$ cat config.mk
export PLATFORM = sky130hd
export DESIGN_NAME = mult_div_ctrl
export DESIGN_NICKNAME = d
export VERILOG_FILES = /design/src/rtl/mult_div_ctrl.sv
export SDC_FILE = /design/constraint.sdc
export NUM_CORES = 1
export LEC_CHECK = 0
export BUFFER_PORTS_ARGS = -buffer_cell sky130_fd_sc_hd__buf_4
export CAP_MARGIN = 20
export CORE_UTILIZATION = 55
export CTS_BUF_LIST = sky130_fd_sc_hd__clkbuf_4 sky130_fd_sc_hd__clkbuf_8
export CTS_CLUSTER_DIAMETER = 150
export DETAILED_ROUTE_END_ITERATION = 10
export PLACE_DENSITY = 0.78
export RECOVER_POWER = 50
export REMOVE_ABC_BUFFERS = 1
export SETUP_SLACK_MARGIN = 0.4
export SLEW_MARGIN = 5
export SYNTH_ARGS = -nofsm -noshare
export SYNTH_HDL_FRONTEND = slang
export SYNTH_SLANG_ARGS = --single-unit
$ cat constraint.sdc
create_clock -name clock -period 5.15 [get_ports clock]
set_clock_uncertainty 0.15 [all_clocks]
set_input_delay 0.2575 -clock clock [delete_from_list [all_inputs] [get_ports clock]]
set_output_delay 0.2575 -clock clock [all_outputs]
set_load 0.03 [all_outputs]
$ cat src/rtl/mult_div_ctrl.sv
// Shared multiply/divide engine: signed radix-2 Booth multiply and signed restoring divide, WIDTH steps each.
// Optional macro MULT_DIV_DIVZERO_TRAP_EN: divide by zero finishes in one cycle with div_zero and no HI/LO write.
module mult_div_ctrl #(
  parameter int unsigned WIDTH = 32
) (
  input  logic             clock,
  input  logic             reset,
  input  logic             start,
  input  logic             op,
  input  logic [WIDTH-1:0] a_in,
  input  logic [WIDTH-1:0] b_in,
  output logic             busy,
  output logic             done,
  output logic [WIDTH-1:0] hi_out,
  output logic [WIDTH-1:0] lo_out,
  output logic             hi_write,
  output logic             lo_write,
  output logic             div_zero
);

  localparam int unsigned PW = 2 * WIDTH + 1;
  localparam int unsigned CW = $clog2(WIDTH + 1);

  typedef enum logic [1:0] {
    S_IDLE   = 2'd0,
    S_MULT   = 2'd1,
    S_DIV    = 2'd2,
    S_FINISH = 2'd3
  } state_t;

  state_t           r_state, w_state;
  logic [CW-1:0]    r_cnt, w_cnt;
  logic [WIDTH-1:0] r_mcand, w_mcand;
  logic [PW-1:0]    r_prod, w_prod;
  logic [WIDTH-1:0] r_rem, w_rem;
  logic [WIDTH-1:0] r_quo, w_quo;
  logic [WIDTH-1:0] r_dsor, w_dsor;
  logic [WIDTH-1:0] r_dvnd, w_dvnd;
  logic             r_neg_q, w_neg_q;
  logic             r_neg_r, w_neg_r;
  logic             r_dz, w_dz;
  logic             r_busy, w_busy;
  logic             r_done, w_done;
  logic             r_hi_wr, w_hi_wr;
  logic             r_lo_wr, w_lo_wr;
  logic             r_div_zero, w_div_zero;
  logic [WIDTH-1:0] r_hi, w_hi;
  logic [WIDTH-1:0] r_lo, w_lo;

  logic [WIDTH:0]   w_acc;
  logic [WIDTH:0]   w_mext;
  logic [WIDTH:0]   w_sum;
  logic [PW-1:0]    w_prod_step;
  logic [WIDTH:0]   w_shift;
  logic             w_ge;
  logic [WIDTH-1:0] w_trial;
  logic [WIDTH-1:0] w_rem_step;
  logic [WIDTH-1:0] w_quo_step;
  logic [WIDTH-1:0] w_q_signed;
  logic [WIDTH-1:0] w_r_signed;
  logic [WIDTH-1:0] w_a_abs;
  logic [WIDTH-1:0] w_b_abs;
  logic             w_b_zero;

  // One Booth step and one restoring-divide step; the accumulator is one bit wider so -2^(W-1) operands cannot overflow.
  always_comb begin
    w_acc  = {r_prod[PW-1], r_prod[PW-1:WIDTH+1]};
    w_mext = {r_mcand[WIDTH-1], r_mcand};
    case (r_prod[1:0])
      2'b01:   w_sum = w_acc + w_mext;
      2'b10:   w_sum = w_acc - w_mext;
      default: w_sum = w_acc;
    endcase
    w_prod_step = {w_sum, r_prod[WIDTH:1]};

    w_shift    = {r_rem, r_quo[WIDTH-1]};
    w_ge       = (w_shift >= {1'b0, r_dsor});
    w_trial    = w_shift[WIDTH-1:0] - r_dsor;
    w_rem_step = w_ge ? w_trial : w_shift[WIDTH-1:0];
    w_quo_step = {r_quo[WIDTH-2:0], w_ge};
    w_q_signed = r_neg_q ? (WIDTH'(0) - w_quo_step) : w_quo_step;
    w_r_signed = r_neg_r ? (WIDTH'(0) - w_rem_step) : w_rem_step;

    w_a_abs  = a_in[WIDTH-1] ? (WIDTH'(0) - a_in) : a_in;
    w_b_abs  = b_in[WIDTH-1] ? (WIDTH'(0) - b_in) : b_in;
    w_b_zero = (b_in == '0);
  end

  // Next state, datapath loads and registered output values.
  always_comb begin
    w_state    = r_state;
    w_cnt      = r_cnt;
    w_mcand    = r_mcand;
    w_prod     = r_prod;
    w_rem      = r_rem;
    w_quo      = r_quo;
    w_dsor     = r_dsor;
    w_dvnd     = r_dvnd;
    w_neg_q    = r_neg_q;
    w_neg_r    = r_neg_r;
    w_dz       = r_dz;
    w_hi       = r_hi;
    w_lo       = r_lo;
    w_hi_wr    = 1'b0;
    w_lo_wr    = 1'b0;
    w_div_zero = 1'b0;

    case (r_state)
      S_IDLE: begin
        if (start) begin
          w_cnt   = CW'(WIDTH);
          w_mcand = a_in;
          w_prod  = {WIDTH'(0), b_in, 1'b0};
          w_rem   = '0;
          w_quo   = w_a_abs;
          w_dsor  = w_b_abs;
          w_dvnd  = a_in;
          w_neg_q = a_in[WIDTH-1] ^ b_in[WIDTH-1];
          w_neg_r = a_in[WIDTH-1];
          w_dz    = op & w_b_zero;
          if (!op) begin
            w_state = S_MULT;
          end else begin
            w_state = S_DIV;
`ifdef MULT_DIV_DIVZERO_TRAP_EN
            if (w_b_zero) begin
              w_state    = S_FINISH;
              w_cnt      = '0;
              w_div_zero = 1'b1;
            end
`endif
          end
        end
      end
      S_MULT: begin
        w_prod = w_prod_step;
        w_cnt  = r_cnt - CW'(1);
        if (r_cnt == CW'(1)) begin
          w_state = S_FINISH;
          w_hi    = w_prod_step[PW-1:WIDTH+1];
          w_lo    = w_prod_step[WIDTH:1];
          w_hi_wr = 1'b1;
          w_lo_wr = 1'b1;
        end
      end
      S_DIV: begin
        w_rem = w_rem_step;
        w_quo = w_quo_step;
        w_cnt = r_cnt - CW'(1);
        if (r_cnt == CW'(1)) begin
          w_state = S_FINISH;
          w_hi_wr = 1'b1;
          w_lo_wr = 1'b1;
          // A zero divisor still iterates, but reports all-ones quotient and the raw dividend.
          if (r_dz) begin
            w_hi = r_dvnd;
            w_lo = '1;
          end else begin
            w_hi = w_r_signed;
            w_lo = w_q_signed;
          end
        end
      end
      S_FINISH: w_state = S_IDLE;
      default:  w_state = S_IDLE;
    endcase

    w_done = (w_state == S_FINISH);
    w_busy = (w_state != S_IDLE);
  end

  always_ff @(posedge clock) begin
    if (reset) r_state <= S_IDLE;
    else       r_state <= w_state;
  end

  always_ff @(posedge clock) begin
    if (reset) begin
      r_cnt      <= '0;
      r_mcand    <= '0;
      r_prod     <= '0;
      r_rem      <= '0;
      r_quo      <= '0;
      r_dsor     <= '0;
      r_dvnd     <= '0;
      r_neg_q    <= 1'b0;
      r_neg_r    <= 1'b0;
      r_dz       <= 1'b0;
      r_busy     <= 1'b0;
      r_done     <= 1'b0;
      r_hi_wr    <= 1'b0;
      r_lo_wr    <= 1'b0;
      r_div_zero <= 1'b0;
      r_hi       <= '0;
      r_lo       <= '0;
    end else begin
      r_cnt      <= w_cnt;
      r_mcand    <= w_mcand;
      r_prod     <= w_prod;
      r_rem      <= w_rem;
      r_quo      <= w_quo;
      r_dsor     <= w_dsor;
      r_dvnd     <= w_dvnd;
      r_neg_q    <= w_neg_q;
      r_neg_r    <= w_neg_r;
      r_dz       <= w_dz;
      r_busy     <= w_busy;
      r_done     <= w_done;
      r_hi_wr    <= w_hi_wr;
      r_lo_wr    <= w_lo_wr;
      r_div_zero <= w_div_zero;
      r_hi       <= w_hi;
      r_lo       <= w_lo;
    end
  end

  assign busy     = r_busy;
  assign done     = r_done;
  assign hi_out   = r_hi;
  assign lo_out   = r_lo;
  assign hi_write = r_hi_wr;
  assign lo_write = r_lo_wr;
  assign div_zero = r_div_zero;

endmodule

==> flow_summary.toml <==
[run_status]
run_status = "complete, but fails checks"
failed_checks = "max-capacitance violations, max-slew violations"

[logic_synthesis]
synth.yosys.warnings = 0
predominant_post_synthesis_flop_cell = "dfxtp_1"
netlist_top_cells_area = "dfxtp_1 28%, a21oi_1 6.7%, nand2_1 6.7%, nor2_1 5.6%, ha_1 4.9%"
syn-instance-count = 2557
post_synth_instance_area_um2 = 19100
synth_enable_flop_cells = 0
synth_commonest_cells = "340 x nand2_1, 283 x nor2_1, 270 x dfxtp_1, 255 x a21oi_1, 130 x clkbuf_1"
synth.largest_area_cell = "dfxtp_1"
avgSynthCellArea_um2 = 7.47
synth_cell_types = 95
synth_most_common_cell = "nand2_1"
synth.yosys.seq_area_share_pct = 28.3
post-synth-top-area-fraction_pct = 28.3
postSynth.asyncResetShare_pct = 0
synth-seq-cells = 270

[routing]
wire_per_inst_um = 20.6
sum_of_routed_wire_length_over_all_layers_um = 65400
via_per_inst = 6.32
detail_route.iter0.violations = 2004
antenna_left = 0
drt_drc_violations_left = 0
first_pass_iters = 6
route.vias.total = 20102

[timing]
finalWorstPathRequiredPeriod_ns = 4.79
layout_setup_ws_ns = 0.364
rsz0062_at_grt = "yes"
worst-slew-pin-transition_ns = 3.06
holdWs_ns = 0.0409
totalNegativeSetupSlack_ns = 0
report.final.setup_viol = 0
timing_max_transition_violations_final = 204
final_min_period_over_clock_period_pct = 92.9
fmaxAchievable_ghz = 0.209
maxSlewHeadroom_pct = -104
timing.final.hold_violations = 0

[final_layout]
fillCellCount = 3001
drive_gt1_share_pct = 9.81
final_core_utilization_pct = 65.0
register_area_um2 = 5410
antenna-diode-count = 0
finish.net_count = 2841
area_growth_pct = 15.2
multi_input_area_um2 = 12800
final_area_um2 = 22000

[clocking]
htreeDepth = 2
clk_pin_slew_ns = 0.06
clkSinkCount = 270
clk-insertion-delay-late_ns = 0.65
cts_root_buf = "clkbuf_8"
clock_tree.buffer_depth = 3
cts_inserted_buffers = 49
tritoncts_clock_tree = "built"

[min_path]
whs_path_depth = 6
min_to = "r_cnt[0]"
hold_path.startpoint = "start"
timing.hold.worst.class = "in -> reg"

[critical_path]
worst-r2r-cell-count = 7
crit-reg2reg-launch = "r_state[1]"
cp_data_arrival_time_ns = 5.14
critPathKind = "reg -> reg"
ff2ff_setup_slack_ns = 0.36
cp-end-kind = "flip-flop"
rr_endpoint = "r_prod[18]"
worst-endpoint-required_ns = 5.51
cp-startpoint = "r_state[1]"
startpoint_kind_of_the_worst_setup_timing_path = "flip-flop"
crit_path_max_fanout = 66

[place]
pre_cts_slack_ns = 0.415
portBuffers = 135
detailedPlacementHpwl_um = 46200
dpl_cell_area_um2 = 20500
place_congestion = 0.990

[global_route]
grt.met2_usage_pct = 58.6
grt_max_degree = 100
wire_length_of_the_first_global_routing_pass_um = 103000
gr-max-usage-layer = "met2"
overflow = 0
antenna_violations_before_repair = 1
grt.met1_usage_pct = 47.0
gr-usage-all-layers_pct = 36.1
grtUsageMet3_pct = 6.67
grt_pass1_vias = 18986

[pwr]
static-leakage-power_nw = 8.58
internal_power_mw = 5.49
net_switching_power_mw = 4.69
max-vdd-ir-drop_mv = 0.499
sw_frac_of_total_pct = 46.1
power.sequential.fraction_pct = 27.5
pwr_density_cell_nw_per_um2 = 462
share_clk_of_total_power_pct = 22.1
combPwrFrac_pct = 50.5

[floorplan]
fp.dieArea_um2 = 35500
fp.coreArea_um2 = 33900
floorplan.rows = 67
initial_core_util_pct = 56.4
boundaryPins = 137
die_width_um = 188
die-height_um = 188

[run]
maxCapViolations = 3
[cell families after synthesis]
kind of cell / share of synthesized area, %
XOR/XNOR: 8.43
multiplexers: 4.41
buffers and inverters: 5.22
adder cells (fa/ha/maj): 5.12
flip-flops: 28.3
AO/OA/AOI/OAI: 27.5
AND/OR/NAND/NOR: 21.0
other: 0.0196
[metal layers]
layer / wire (um) / part of all wire (%) / vias up
met2: 29500 / 45 / 990
met1: 27200 / 42 / 9455
li1: - / - / 9491
met5: 0 / 0 / -
met3: 6310 / 9.7 / 166
met4: 2300 / 3.5 / 0
[how the worst max path moves through the flow]
stage	cells past startpoint	end	slack, ns
6_report	7	r_prod[18]	0.36
5_1_grt	7	r_prod[19]	0.26
4_1_cts	20	hi_out[31]	0.46
3_5_place_dp	20	hi_out[31]	0.42
3_3_place_gp	20	hi_out[31]	0.47
2_1_floorplan	7	r_prod[64]	-2.31
[cell type report]
class | instances | share of cell area [%]
multi-input cells | 2032 | 58.2
clock buffers | 76 | 4.38
flip-flops and latches | 270 | 24.6
clock inverters | 10 | 0.386
inverters | 88 | 1.50
well taps | 448 | 2.55
repair buffers | 255 | 8.41
[sequential cells by signal, indices dropped and copies added (netlist names)]
signal    count
r_cnt         6
lo_write      1
r_quo        32
r_neg_q       1
r_state       2
r_rem        32
lo_out       32
r_dz          1
hi_out       32
busy          1
done          1
r_dvnd       32
r_prod       65
r_dsor       32
[stage by stage]
step                      instances  power (mW)
after floorplan                2390        6.28
after global placement         3020        7.66
after detailed placement       3020        7.77
after CTS                      3178        10.1
after global routing           3179        10.8
final                          3179        10.2
[power by group through the flow]
stage          Combinational (mW)  Clock (mW)  Sequential, mW
3_3_place_gp                 4.86           0            2.81
2_1_floorplan                3.48           0            2.79
3_5_place_dp                 4.94           0            2.82
4_1_cts                      5.02        2.26            2.78
6_report                     5.14        2.25            2.80
5_1_grt                      5.59        2.36            2.83
[layout by cell type (no fill, tap or decap), types with 20 or more instances in the layout]
cell / netlist / layout
nand2_1: 340 / 340
or3_1: 27 / 27
xor2_1: 102 / 102
a211oi_1: 96 / 95
o31ai_1: 40 / 39
buf_4: 4 / 108
dlygate4sd3_1: 0 / 72
mux2i_1: 67 / 67
a21oi_1: 255 / 251
nor3_1: 47 / 47
clkbuf_8: 0 / 64
a22oi_1: 49 / 49
inv_1: 87 / 87
o21ai_0: 121 / 117
dfxtp_1: 270 / 270
nor4_1: 22 / 21
o21ai_1: 17 / 20
o211ai_1: 44 / 44
ha_1: 75 / 70
a21o_1: 31 / 31
clkbuf_1: 130 / 71
xnor2_1: 82 / 82
nand3_1: 37 / 37
nor2_1: 283 / 281
[worst max-delay path: stages (launching register included)]
cell and delay [ns]:
dfxtp_1 0.34, inv_1 0.13, ha_4 0.45, inv_1 0.36
o21ai_0 0.43, clkbuf_1 2.18, nor2_1 0.12, a211oi_1 0.41
[what timing repair did]
action                                  in CTS  in global routing
hold buffers                                72                  0
hold endpoints to repair                   132                  0
gates cloned                                 0                  0
endpoints found under the setup margin       1                 14
pin swaps                                    0                  1
setup buffers                                0                  0
gates resized for setup                      1                 16
Power figures use the tool's default switching activity.
